**src/rtl/power_gate_ctrl.sv**
```systemverilog
// rtl/power_gate_ctrl.sv - per-peripheral power-gating FSMs (drain, isolate, power-off, wake)
// Optional OFF-entry statistics counters are built when PWR_GATE_STATS_EN is defined.
module power_gate_ctrl #(
    parameter int N             = 4,
    parameter int W             = 16,
    parameter int SETTLE_CYCLES = 4
) (
    input  logic                  clk,
    input  logic                  rst_n,
    input  logic [N-1:0][W-1:0]   idle_count,
    input  logic [N-1:0]          recent_activity,
    input  logic [W-1:0]          idle_threshold,
    input  logic [N-1:0]          wake_req,
    input  logic [N-1:0]          sleep_ack,
    output logic [N-1:0]          periph_en,
    output logic [N-1:0]          sleep_req,
    output logic [N-1:0]          iso_en,
    output logic [N-1:0]          pwr_en,
    output logic [N-1:0][2:0]     pwr_state,
    output logic [N-1:0][7:0]     gate_count
);

    localparam logic [2:0] ST_RUN     = 3'd0;
    localparam logic [2:0] ST_DRAIN   = 3'd1;
    localparam logic [2:0] ST_ISOLATE = 3'd2;
    localparam logic [2:0] ST_OFF     = 3'd3;
    localparam logic [2:0] ST_POWERUP = 3'd4;

    localparam logic [7:0] SETTLE_LOAD = 8'(SETTLE_CYCLES - 1);

    logic gating_enabled;
    assign gating_enabled = (idle_threshold != '0);

    for (genvar i = 0; i < N; i++) begin : g_ch
        logic [2:0] state;
        logic [7:0] settle_cnt;
        logic       gate_ok;
        logic       abort;
        logic       enter_off;

        assign gate_ok = gating_enabled
                      && (idle_count[i] >= idle_threshold)
                      && !recent_activity[i]
                      && !wake_req[i];

        assign abort = wake_req[i] || recent_activity[i];

        // Wake takes priority over the settle timeout, so a late wake never lets power drop.
        assign enter_off = (state == ST_ISOLATE) && !wake_req[i] && (settle_cnt == 8'd0);

        always_ff @(posedge clk) begin
            if (!rst_n) begin
                state      <= ST_RUN;
                settle_cnt <= 8'd0;
            end else begin
                case (state)
                    ST_RUN: begin
                        if (gate_ok) begin
                            state <= ST_DRAIN;
                        end
                    end
                    ST_DRAIN: begin
                        if (abort) begin
                            state <= ST_RUN;
                        end else if (sleep_ack[i]) begin
                            state      <= ST_ISOLATE;
                            settle_cnt <= SETTLE_LOAD;
                        end
                    end
                    ST_ISOLATE: begin
                        if (wake_req[i]) begin
                            state      <= ST_POWERUP;
                            settle_cnt <= SETTLE_LOAD;
                        end else if (settle_cnt == 8'd0) begin
                            state <= ST_OFF;
                        end else begin
                            settle_cnt <= settle_cnt - 8'd1;
                        end
                    end
                    ST_OFF: begin
                        if (wake_req[i]) begin
                            state      <= ST_POWERUP;
                            settle_cnt <= SETTLE_LOAD;
                        end
                    end
                    ST_POWERUP: begin
                        if (settle_cnt == 8'd0) begin
                            state <= ST_RUN;
                        end else begin
                            settle_cnt <= settle_cnt - 8'd1;
                        end
                    end
                    default: begin
                        state      <= ST_RUN;
                        settle_cnt <= 8'd0;
                    end
                endcase
            end
        end

        always_comb begin
            periph_en[i] = 1'b1;
            sleep_req[i] = 1'b0;
            iso_en[i]    = 1'b0;
            pwr_en[i]    = 1'b1;
            case (state)
                ST_RUN: begin
                    periph_en[i] = 1'b1;
                end
                ST_DRAIN: begin
                    sleep_req[i] = 1'b1;
                end
                ST_ISOLATE, ST_POWERUP: begin
                    periph_en[i] = 1'b0;
                    iso_en[i]    = 1'b1;
                end
                ST_OFF: begin
                    periph_en[i] = 1'b0;
                    iso_en[i]    = 1'b1;
                    pwr_en[i]    = 1'b0;
                end
                default: begin
                    periph_en[i] = 1'b1;
                end
            endcase
        end

        assign pwr_state[i] = state;

`ifdef PWR_GATE_STATS_EN
        logic [7:0] off_entries;

        always_ff @(posedge clk) begin
            if (!rst_n) begin
                off_entries <= 8'd0;
            end else if (enter_off && (off_entries != 8'hFF)) begin
                off_entries <= off_entries + 8'd1;
            end
        end

        assign gate_count[i] = off_entries;
`else
        logic unused_enter_off;
        assign unused_enter_off = enter_off;
        assign gate_count[i]    = 8'd0;
`endif
    end

endmodule

```
**config.mk**
```make
export PLATFORM = sky130hd
export DESIGN_NAME = power_gate_ctrl
export DESIGN_NICKNAME = d
export VERILOG_FILES = /design/src/rtl/power_gate_ctrl.sv
export SDC_FILE = /design/constraint.sdc
export NUM_CORES = 1
export LEC_CHECK = 0
export ABC_CLOCK_PERIOD_IN_PS = 2200
export CORE_MARGIN = 4
export CORE_UTILIZATION = 45
export DETAILED_ROUTE_END_ITERATION = 12
export DONT_BUFFER_PORTS = 1
export SLEW_MARGIN = 20
export SYNTH_ARGS = -nofsm -noshare
export SYNTH_HDL_FRONTEND = slang
export SYNTH_SLANG_ARGS = --single-unit
```
**constraint.sdc**
```tcl
create_clock -name clk -period 2.2 [get_ports clk]
set_clock_uncertainty 0.1 [all_clocks]
set_input_delay 0 -clock clk [delete_from_list [all_inputs] [get_ports clk]]
set_output_delay 0 -clock clk [all_outputs]
set_load 0.1 [all_outputs]
```
==> flow_metrics.py, run 1 <==
metrics = {
    "status": {
        "status": "finished clean",
    },
    "logic_synthesis": {
        "syn_area_sq_mm": 0.00449,
        "ys.flop_type": "dfxtp_1",
        "syn_avg_cell_area_sq_um": 7.90,
        "synth_cell_types": 73,
        "synth_common_cells": "ha_1 (72), nor2_1 (57), dfxtp_1 (44)",
        "synth_area_leaders": "ha_1 (20%), dfxtp_1 (20%), buf_4 (5.5%)",
        "synth-seq-cells": 44,
        "synth_area_leader_cell": "ha_1",
        "seq_area_frac_synth_pct": 19.6,
        "synth_most_common_cell": "ha_1",
        "syn_inst": 568,
        "ys.warnings.count": 0,
        "async_reset_ff_share_pct": 0,
        "synth.top_cell.area_share_pct": 20.1,
        "synth_edf_count": 0,
    },
    "detailed_routing": {
        "routed_wl_mm": 12.2,
        "avgRoutedWirePerCell_um": 16.5,
        "vias": 4168,
        "ant_nets": 0,
        "vias_per_cell": 5.66,
        "drt_iter0_drc": 190,
        "drc_errors": 0,
        "drt-pass1-iter-count": 5,
    },
    "die": {
        "initial_core_util_pct": 46.1,
        "pin_count": 154,
        "coreArea_sq_mm": 0.00973,
        "core.rowCount": 36,
        "die_y_um": 108,
        "die_w_um": 108,
        "die-area_sq_mm": 0.0116,
    },
    "pwr": {
        "comb_power_share_pct": 32.6,
        "total_power_mw": 2.10,
        "p_int_mw": 1.28,
        "switchingPower_mw": 0.822,
        "ir_drop_uv": 209,
        "p_leak_nw": 2.10,
        "clock_power_share_pct": 28.7,
        "power_density_mw_per_mm2": 414,
        "switching_share_pct": 39.1,
        "p_seq_share_pct": 38.6,
    },
    "placement": {
        "dpl_cell_area_sq_mm": 0.00483,
        "io_buffers": 0,
        "dpl.hpwl_mm": 9.76,
        "gp_congestion": 0.861,
    },
    "setup_path": {
        "worstSetupPathType": "flip-flop to flip-flop",
        "cp-start-kind": "flip-flop",
        "critPathCaptureType": "flip-flop",
        "crit_required_ns": 2.31,
        "cp.arrival_ns": 2.22,
        "crit_fanout": 4,
    },
    "cts": {
        "clk_pin_slew_ns": 0.09,
        "cts_setup_buffers": 0,
        "cts_num_sinks": 44,
        "clockBufferDepth": 2,
        "clkLatencyLatePin_ns": 0.30,
        "root_buffer": "clkbuf_8",
        "cts_htree_levels": 2,
        "cts_buffers": 5,
        "cts_tree": "done",
    },
    "sta": {
        "finalHoldViolations": 0,
        "relSlewSlack_pct": 55.9,
        "fmaxAchievable_ghz": 0.475,
        "setup_viol_count_final": 0,
        "whs_ns": 0.0215,
        "grt_setup_unrepaired": "no",
        "final_max_slew_viol_count": 0,
        "setup_tns_ns": 0,
        "fin_crit_sh_pct": 95.8,
        "fin_crit_ns": 2.11,
        "worst-slew-pin-transition_ns": 0.660,
    },
    "grt": {
        "grt_pass1_wl_mm": 19.6,
        "track_usage_pct": 20.9,
        "antenna_found_initial": 0,
        "grt_max_degree": 21,
        "first_global_vias": 4046,
        "overflow": 0,
    },
    "worst_hold_path": {
        "hp-class": "input pin to flip-flop",
    },
    "final_layout": {
        "area_growth_pct": 13.3,
        "drive_above_1_share_pct": 13.2,
        "antenna_cells": 0,
        "final_nets": 769,
        "n_fill_cell": 976,
        "fin_area_sq_mm": 0.00509,
    },
    "flow_run": {
        "drv_cap": 0,
    },
}
critical path, cell delays in order, from the launching register on:
cell and delay [ns]:
dfxtp_4 0.36, or4b_2 0.66, o211a_1 0.24, dlygate4sd3_1 0.57
o32ai_1 0.10
state kept, by name, indices dropped and copies added (netlist names):
signal           count
g_ch.state          12
g_ch.settle_cnt     32
worst paths after layout:
check / start / endpoint / slack, ns / depth (start not counted)
min reg2reg: g_ch[0].settle_cnt[1] / g_ch[0].settle_cnt[1] / 0.38 / 2
min: wake_req[2] / g_ch[2].state[0] / 0.02 / 5
max: g_ch[0].state[2] / g_ch[0].state[0] / 0.09 / 4
max reg2reg: g_ch[0].state[2] / g_ch[0].state[0] / 0.09 / 4
through the flow:
step / instances / util [%] / setup slack (ns)
final: 737 / 52.3 / 0.0925
after global placement: 715 / 49.7 / 0.223
after detailed placement: 715 / 49.7 / 0.171
after CTS: 737 / 52.3 / 0.0899
after floorplan: 599 / - / -0.296
after global routing: 737 / 52.3 / 0.0122
per-layer routing:
metal | part of all wire [%] | up-vias | track usage, %
met5 | 0 | - | 0
met4 | 1.6 | 0 | 5.68
met3 | 5.9 | 13 | 4.02
met2 | 49 | 135 | 36.4
met1 | 43 | 1920 | 26.2
li1 | - | 2100 | -
logic make-up after synthesis:
kind of cell	after synthesis	synth area share [%]
and+or+nand+nor	183	22.5
buffers and inverters	90	10.3
xor gates and xnor gates	20	3.90
adders and majority gates	72	20.1
AOI/OAI and AO/OA	156	23.0
muxes	2	0.446
other	1	0.0835
DFF	44	19.6
power groups by stage:
stage                     sequential [mW]  clock (mW)  combinational (mW)
after floorplan                     0.846           0               0.589
after global placement              0.831           0               0.639
after detailed placement            0.831           0               0.658
after CTS                           0.813       0.626               0.686
after global routing                0.815       0.656               0.751
final                               0.813       0.605               0.687
placed cells by master (no fill, tap or decap), drive strengths merged, types with 7 or more instances in the layout:
cell,count
ha,72
nor2,57
dfxtp,44
a21oi,37
o21ai,37
inv,36
buf,35
conb,32
nand2,28
o211ai,18
xor2,17
nor3,15
dlygate4sd3,14
nor4,12
nand2b,11
a211oi,11
a31oi,9
nand4,8
nand3,7
layout make-up:
| cell class | count | area [sq um] | area share [%] |
|---|---|---|---|
| clock inverters | 2 | 15.0 | 0.295 |
| well taps | 133 | 166 | 3.27 |
| flip-flops and latches | 44 | 902 | 17.7 |
| repair buffers | 49 | 428 | 8.41 |
| inverters | 38 | 154 | 3.03 |
| clock buffers | 6 | 93.8 | 1.84 |
| multi-input cells | 465 | 3330 | 65.4 |
repair_timing:
item                                    CTS  global route
hold endpoints to repair                 42             0
endpoints found under the setup margin    0             1
hold buffers                             14             0
resized for setup                         0             1
No activity file was read; power rests on OpenSTA's default activity.
==> run 2, diff against run 1 <==
ABC_AREA = 1   (was not set)
CAP_MARGIN = 20   (was not set)
==> run 2 against run 1 <==
Against the previous run:
- worst setup slack gained 0.16 ns
- final cell count rose by 22%
- final area is 5.3% higher
- sequential cell count is the same
- global-route usage decreased by 3.0 points
- register-to-register slack better by 0.19 ns
- area after synthesis grew 6.5%
- wire length fell by 7.8%
==> flow_metrics.py, run 2 <==
metrics = {
    "status": {
        "status": "finished clean",
    },
    "sta": {
        "whs_ns": 0.00558,
        "relSlewSlack_pct": 42.5,
        "fin_crit_ns": 1.94,
        "setup_tns_ns": 0,
        "grt_setup_unrepaired": "no",
        "setup_viol_count_final": 0,
        "setup_slack_ns": 0.256,
        "fin_crit_sh_pct": 88.3,
        "finalHoldViolations": 0,
        "fmaxAchievable_ghz": 0.515,
        "final_max_slew_viol_count": 0,
        "worst-slew-pin-transition_ns": 0.863,
    },
    "logic_synthesis": {
        "syn_avg_cell_area_sq_um": 6.57,
        "synth_most_common_cell": "nand2_1",
        "ys.flop_type": "dfxtp_1",
        "synth.top_cell.area_share_pct": 18.8,
        "synth-seq-cells": 44,
        "synth_edf_count": 0,
        "syn_inst": 728,
        "async_reset_ff_share_pct": 0,
        "seq_area_frac_synth_pct": 18.4,
        "synth_cell_types": 49,
        "synth_area_leaders": "ha_1 (19%), dfxtp_1 (18%), nand2_1 (12%)",
        "syn_area_sq_mm": 0.00478,
        "synth_area_leader_cell": "ha_1",
        "synth_common_cells": "nand2_1 (155), inv_1 (107), nor2_1 (74)",
        "ys.warnings.count": 0,
    },
    "placement": {
        "dp_slack_ns": 0.344,
        "dpl.hpwl_mm": 9.50,
        "dpl_cell_area_sq_mm": 0.00515,
        "gp_congestion": 0.870,
        "placed_cells": 885,
        "io_buffers": 0,
    },
    "worst_hold_path": {
        "whs_endpoint": "g_ch[3].state[0]",
        "hp-class": "input pin to flip-flop",
        "holdPathStages": 4,
        "worstHoldStart": "sleep_ack[3]",
    },
    "detailed_routing": {
        "routed_wl_mm": 11.2,
        "drt-pass1-iter-count": 4,
        "drt_iter0_drc": 196,
        "vias_per_cell": 4.97,
        "avgRoutedWirePerCell_um": 12.5,
        "drc_errors": 0,
        "ant_nets": 0,
        "vias": 4481,
    },
    "die": {
        "die-area_sq_mm": 0.0123,
        "core.rowCount": 37,
        "pin_count": 154,
        "coreArea_sq_mm": 0.0103,
        "die_y_um": 111,
        "initial_core_util_pct": 46.3,
        "die_w_um": 111,
    },
    "final_layout": {
        "top_regs": "g_ch.settle_cnt (32), g_ch.state (12)",
        "finish.utilization_pct": 51.9,
        "final_nets": 930,
        "largest-register": "g_ch.settle_cnt",
        "fin_cells": 901,
        "n_fill_cell": 1047,
        "antenna_cells": 0,
        "layout_commonest_cell": "nand2_1",
        "area_growth_pct": 12.0,
        "fin_area_sq_mm": 0.00536,
        "final_cell_mix": "nand2_1 (153), inv_1 (101), ha_1 (72), nor2_1 (70), a21oi_1 (64)",
        "drive_above_1_share_pct": 15.3,
        "largest_reg_flops": 32,
    },
    "grt": {
        "grt_pass1_wl_mm": 18.8,
        "antenna_found_initial": 0,
        "first_global_vias": 4287,
        "track_usage_pct": 17.8,
        "overflow": 0,
        "grt_max_degree": 16,
    },
    "setup_path": {
        "reg2reg_slack_ns": 0.28,
        "rr_worst_depth": 8,
        "r2r-end": "g_ch[1].state[0]",
        "cp.arrival_ns": 1.84,
        "cp-start-kind": "flip-flop",
        "crit_required_ns": 2.10,
        "r2r-start": "g_ch[1].state[0]",
        "worstSetupPathType": "flip-flop to primary output",
        "critPathCaptureType": "primary output",
        "crit_fanout": 4,
    },
    "cts": {
        "clk_pin_slew_ns": 0.09,
        "cts_tree": "done",
        "root_buffer": "clkbuf_8",
        "cts_setup_buffers": 0,
        "cts_buffers": 5,
        "clkLatencyLatePin_ns": 0.30,
        "cts_num_sinks": 44,
        "cts_htree_levels": 2,
        "clockBufferDepth": 2,
    },
    "pwr": {
        "p_leak_nw": 2.73,
        "power_density_mw_per_mm2": 1330,
        "ir_drop_uv": 1400,
        "total_power_mw": 7.14,
    },
    "flow_run": {
        "drv_cap": 0,
    },
}
run 2: cell types whose count changed in the layout (fill, tap and decap cells not counted), sizes merged, moves of 9 or more:
cell    previous run  this run
nand3              7        30
a31oi              9         0
nand2             28       168
inv               36       117
a21oi             37        70
o211ai            18         1
nand2b            11         0
buf               35        24
nor2              57        88
run 2: worst max-delay path by stage:
stage / start / to / slack [ns] / cells after the start
global placement: g_ch[1].state[0] / g_ch[1].state[1] / 0.38 / 7
CTS: rst_n / g_ch[3].settle_cnt[5] / 0.004 / 6
global route: g_ch[1].settle_cnt[0] / g_ch[1].settle_cnt[0] / 0.13 / 8
finish: g_ch[2].state[1] / iso_en[2] / 0.26 / 7
detailed placement: g_ch[1].settle_cnt[0] / g_ch[1].state[2] / 0.34 / 8
floorplan: g_ch[3].state[0] / g_ch[3].settle_cnt[5] / -0.18 / 9
run 2: cells by family (layout without fill, tap and decap cells):
kind of cell | count (synthesis) | after routing | synth area share (%)
AND/OR/NAND/NOR | 324 | 324 | 30.9
AO/OA/AOI/OAI | 120 | 120 | 15.0
other | 1 | 32 | 0.0784
flip-flops | 44 | 44 | 18.4
XOR/XNOR | 11 | 11 | 2.01
adder cells (fa/ha/maj) | 72 | 72 | 18.8
buffers and inverters | 156 | 162 | 14.8
run 2: area by class of cell:
type                            instances  area [sq um]  share of cell area (%)
Clock buffer                            6          82.6                    1.54
Clock inverter                          2          38.8                   0.724
Inverter                              122           487                    9.09
Multi-Input combinational cell        559          3390                    63.4
Sequential cell                        44           921                    17.2
Tap cell                              136           170                    3.18
Timing Repair Buffer                   32           263                    4.91
run 2: report_power, final:
group	internal (mW)	switching (mW)	total (mW)
clock network	0.372	0.296	0.667
registers	1.09	0.496	1.59
logic	1.41	3.47	4.88
run 2: timing repair:
| item | in CTS | in global routing |
|---|---|---|
| hold buffers | 8 | 0 |
| gates resized for setup | 0 | 2 |
| setup endpoints to repair | 0 | 8 |
| endpoints found under the hold margin | 38 | 0 |
run 2: worst max-delay path: stages (launching register included):
cell	delay, ns
dfxtp_4	0.36
buf_4	0.24
nand2_4	0.10
buf_4	0.29
inv_1	0.12
nor2_4	0.13
clkinvlp_4	0.08
buf_4	0.22
run 2: per-layer routing:
layer / share of wire [%] / up-vias / global-route usage (%)
met3: 6.6 / 18 / 4.09
li1: - / 2370 / -
met1: 44 / 1966 / 22.2
met5: 0 / - / 0
met4: 2.0 / 0 / 5.43
met2: 47 / 127 / 30.6
==> run 3, diff against run 2 <==
CTS_BUF_LIST = sky130_fd_sc_hd__clkbuf_4   (was not set)
==> run 3 against run 2 <==
Against the previous run:
- die area is the same
- highest routed layer unchanged
- combinational power is essentially flat
- sequential share of layout area is essentially flat
==> flow_metrics.py, run 3 (synthesis results as in run 2) <==
metrics = {
    "die": {
        "die_y_um": 111,
        "die-area_sq_mm": 0.0123,
        "coreArea_sq_mm": 0.0103,
        "initial_core_util_pct": 46.3,
        "pin_count": 154,
        "core.rowCount": 37,
        "die_w_um": 111,
    },
    "detailed_routing": {
        "drc_errors": 0,
        "avgRoutedWirePerCell_um": 12.4,
        "routed_wl_mm": 11.2,
        "vias": 4494,
        "drt_iter0_drc": 201,
        "drt-pass1-iter-count": 4,
        "ant_nets": 0,
        "vias_per_cell": 4.97,
    },
    "sta": {
        "fmaxAchievable_ghz": 0.496,
        "fin_crit_sh_pct": 91.7,
        "setup_viol_count_final": 0,
        "relSlewSlack_pct": 43.0,
        "finalHoldViolations": 0,
        "grt_setup_unrepaired": "no",
        "worst-slew-pin-transition_ns": 0.853,
        "setup_slack_ns": 0.182,
        "fin_crit_ns": 2.02,
        "whs_ns": 0.0425,
        "setup_tns_ns": 0,
        "final_max_slew_viol_count": 0,
    },
    "final_layout": {
        "drive_above_1_share_pct": 15.1,
        "n_fill_cell": 1046,
        "top_regs": "g_ch.settle_cnt (32), g_ch.state (12)",
        "antenna_cells": 0,
        "fin_area_sq_mm": 0.00534,
        "final_nets": 933,
        "fin_cells": 904,
        "largest_reg_flops": 32,
        "layout_commonest_cell": "nand2_1",
        "area_growth_pct": 11.7,
        "finish.utilization_pct": 51.7,
        "largest-register": "g_ch.settle_cnt",
        "final_cell_mix": "nand2_1 (153), inv_1 (101), ha_1 (72), nor2_1 (70), a21oi_1 (64)",
    },
    "placement": {
        "dp_slack_ns": 0.344,
        "dpl_cell_area_sq_mm": 0.00515,
        "io_buffers": 0,
        "gp_congestion": 0.870,
        "dpl.hpwl_mm": 9.50,
        "placed_cells": 885,
    },
    "setup_path": {
        "setup.worst_path.start": "g_ch[2].state[1]",
        "critPathCaptureType": "primary output",
        "cp-start-kind": "flip-flop",
        "crit_fanout": 4,
        "crit_required_ns": 2.10,
        "worstSetupPathType": "flip-flop to primary output",
        "cp.arrival_ns": 1.92,
        "r2r-start": "g_ch[1].state[0]",
    },
    "cts": {
        "clkLatencyLatePin_ns": 0.36,
        "clk_pin_slew_ns": 0.15,
        "cts_tree": "done",
        "cts_htree_levels": 2,
        "root_buffer": "clkbuf_4",
        "cts_num_sinks": 44,
        "cts_buffers": 5,
        "clockBufferDepth": 2,
        "cts_setup_buffers": 0,
    },
    "pwr": {
        "ir_drop_uv": 1430,
        "power_density_mw_per_mm2": 1310,
        "p_leak_nw": 2.71,
        "total_power_mw": 6.99,
    },
    "grt": {
        "grt_pass1_wl_mm": 19.0,
        "track_usage_pct": 18.0,
        "first_global_vias": 4316,
        "overflow": 0,
        "antenna_found_initial": 0,
        "grt_max_degree": 16,
    },
    "worst_hold_path": {
        "worstHoldStart": "sleep_ack[0]",
        "hp-class": "input pin to flip-flop",
    },
    "status": {
        "status": "finished clean",
    },
    "flow_run": {
        "drv_cap": 0,
    },
}
-- run 3: cell count changes in the layout (fill, tap and decap cells not counted), sizes merged --
cell          delta
clkbuf           -1
dlymetal6s4s     -1
dlygate4sd3      +4
clkinv           +1
-- run 3: per-layer routing --
| layer | global-route usage (%) | up-vias | wire length, um |
|---|---|---|---|
| li1 | - | 2373 | - |
| met1 | 22.3 | 1979 | 4920 |
| met2 | 31.4 | 126 | 5390 |
| met3 | 3.93 | 16 | 732 |
| met4 | 4.79 | 0 | 203 |
| met5 | 0 | - | 0 |
-- run 3: timing repair --
| action | CTS | global route |
|---|---|---|
| endpoints found under the hold margin | 41 | 0 |
| gates resized for setup | 0 | 1 |
| hold buffers | 11 | 0 |
| setup endpoints to repair | 0 | 3 |
-- run 3: final cells by class --
| cell class | instances | area, sq um | area share [%] |
|---|---|---|---|
| Clock inverter | 3 | 42.5 | 0.796 |
| Clock buffer | 5 | 37.5 | 0.703 |
| Multi-Input combinational cell | 559 | 3390 | 63.5 |
| Sequential cell | 44 | 921 | 17.2 |
| Inverter | 122 | 487 | 9.11 |
| Timing Repair Buffer | 35 | 290 | 5.43 |
| Tap cell | 136 | 170 | 3.19 |
-- run 3: worst paths after layout --
| kind | endpoint | slack [ns] | depth (start not counted) |
|---|---|---|---|
| worst max-delay path | iso_en[2] | 0.18 | 7 |
| worst min-delay path | g_ch[0].settle_cnt[0] | 0.04 | 5 |
| worst max register to register | g_ch[1].state[0] | 0.29 | 8 |
| worst min register to register | g_ch[1].settle_cnt[0] | 0.38 | 2 |
-- run 3: power breakdown --
group	internal (mW)	switching, mW	leakage (nW)	total [mW]
clock network	0.238	0.281	0.0428	0.519
logic	1.41	3.48	2.30	4.89
registers	1.09	0.497	0.367	1.58
total	2.74	4.25	2.71	6.99
-- run 3: critical path: stages (launching register included) --
cell and delay [ns]:
dfxtp_4 0.38, buf_4 0.24, nand2_4 0.10, buf_4 0.29, inv_1 0.12, nor2_4 0.13
clkinvlp_4 0.08, buf_4 0.22
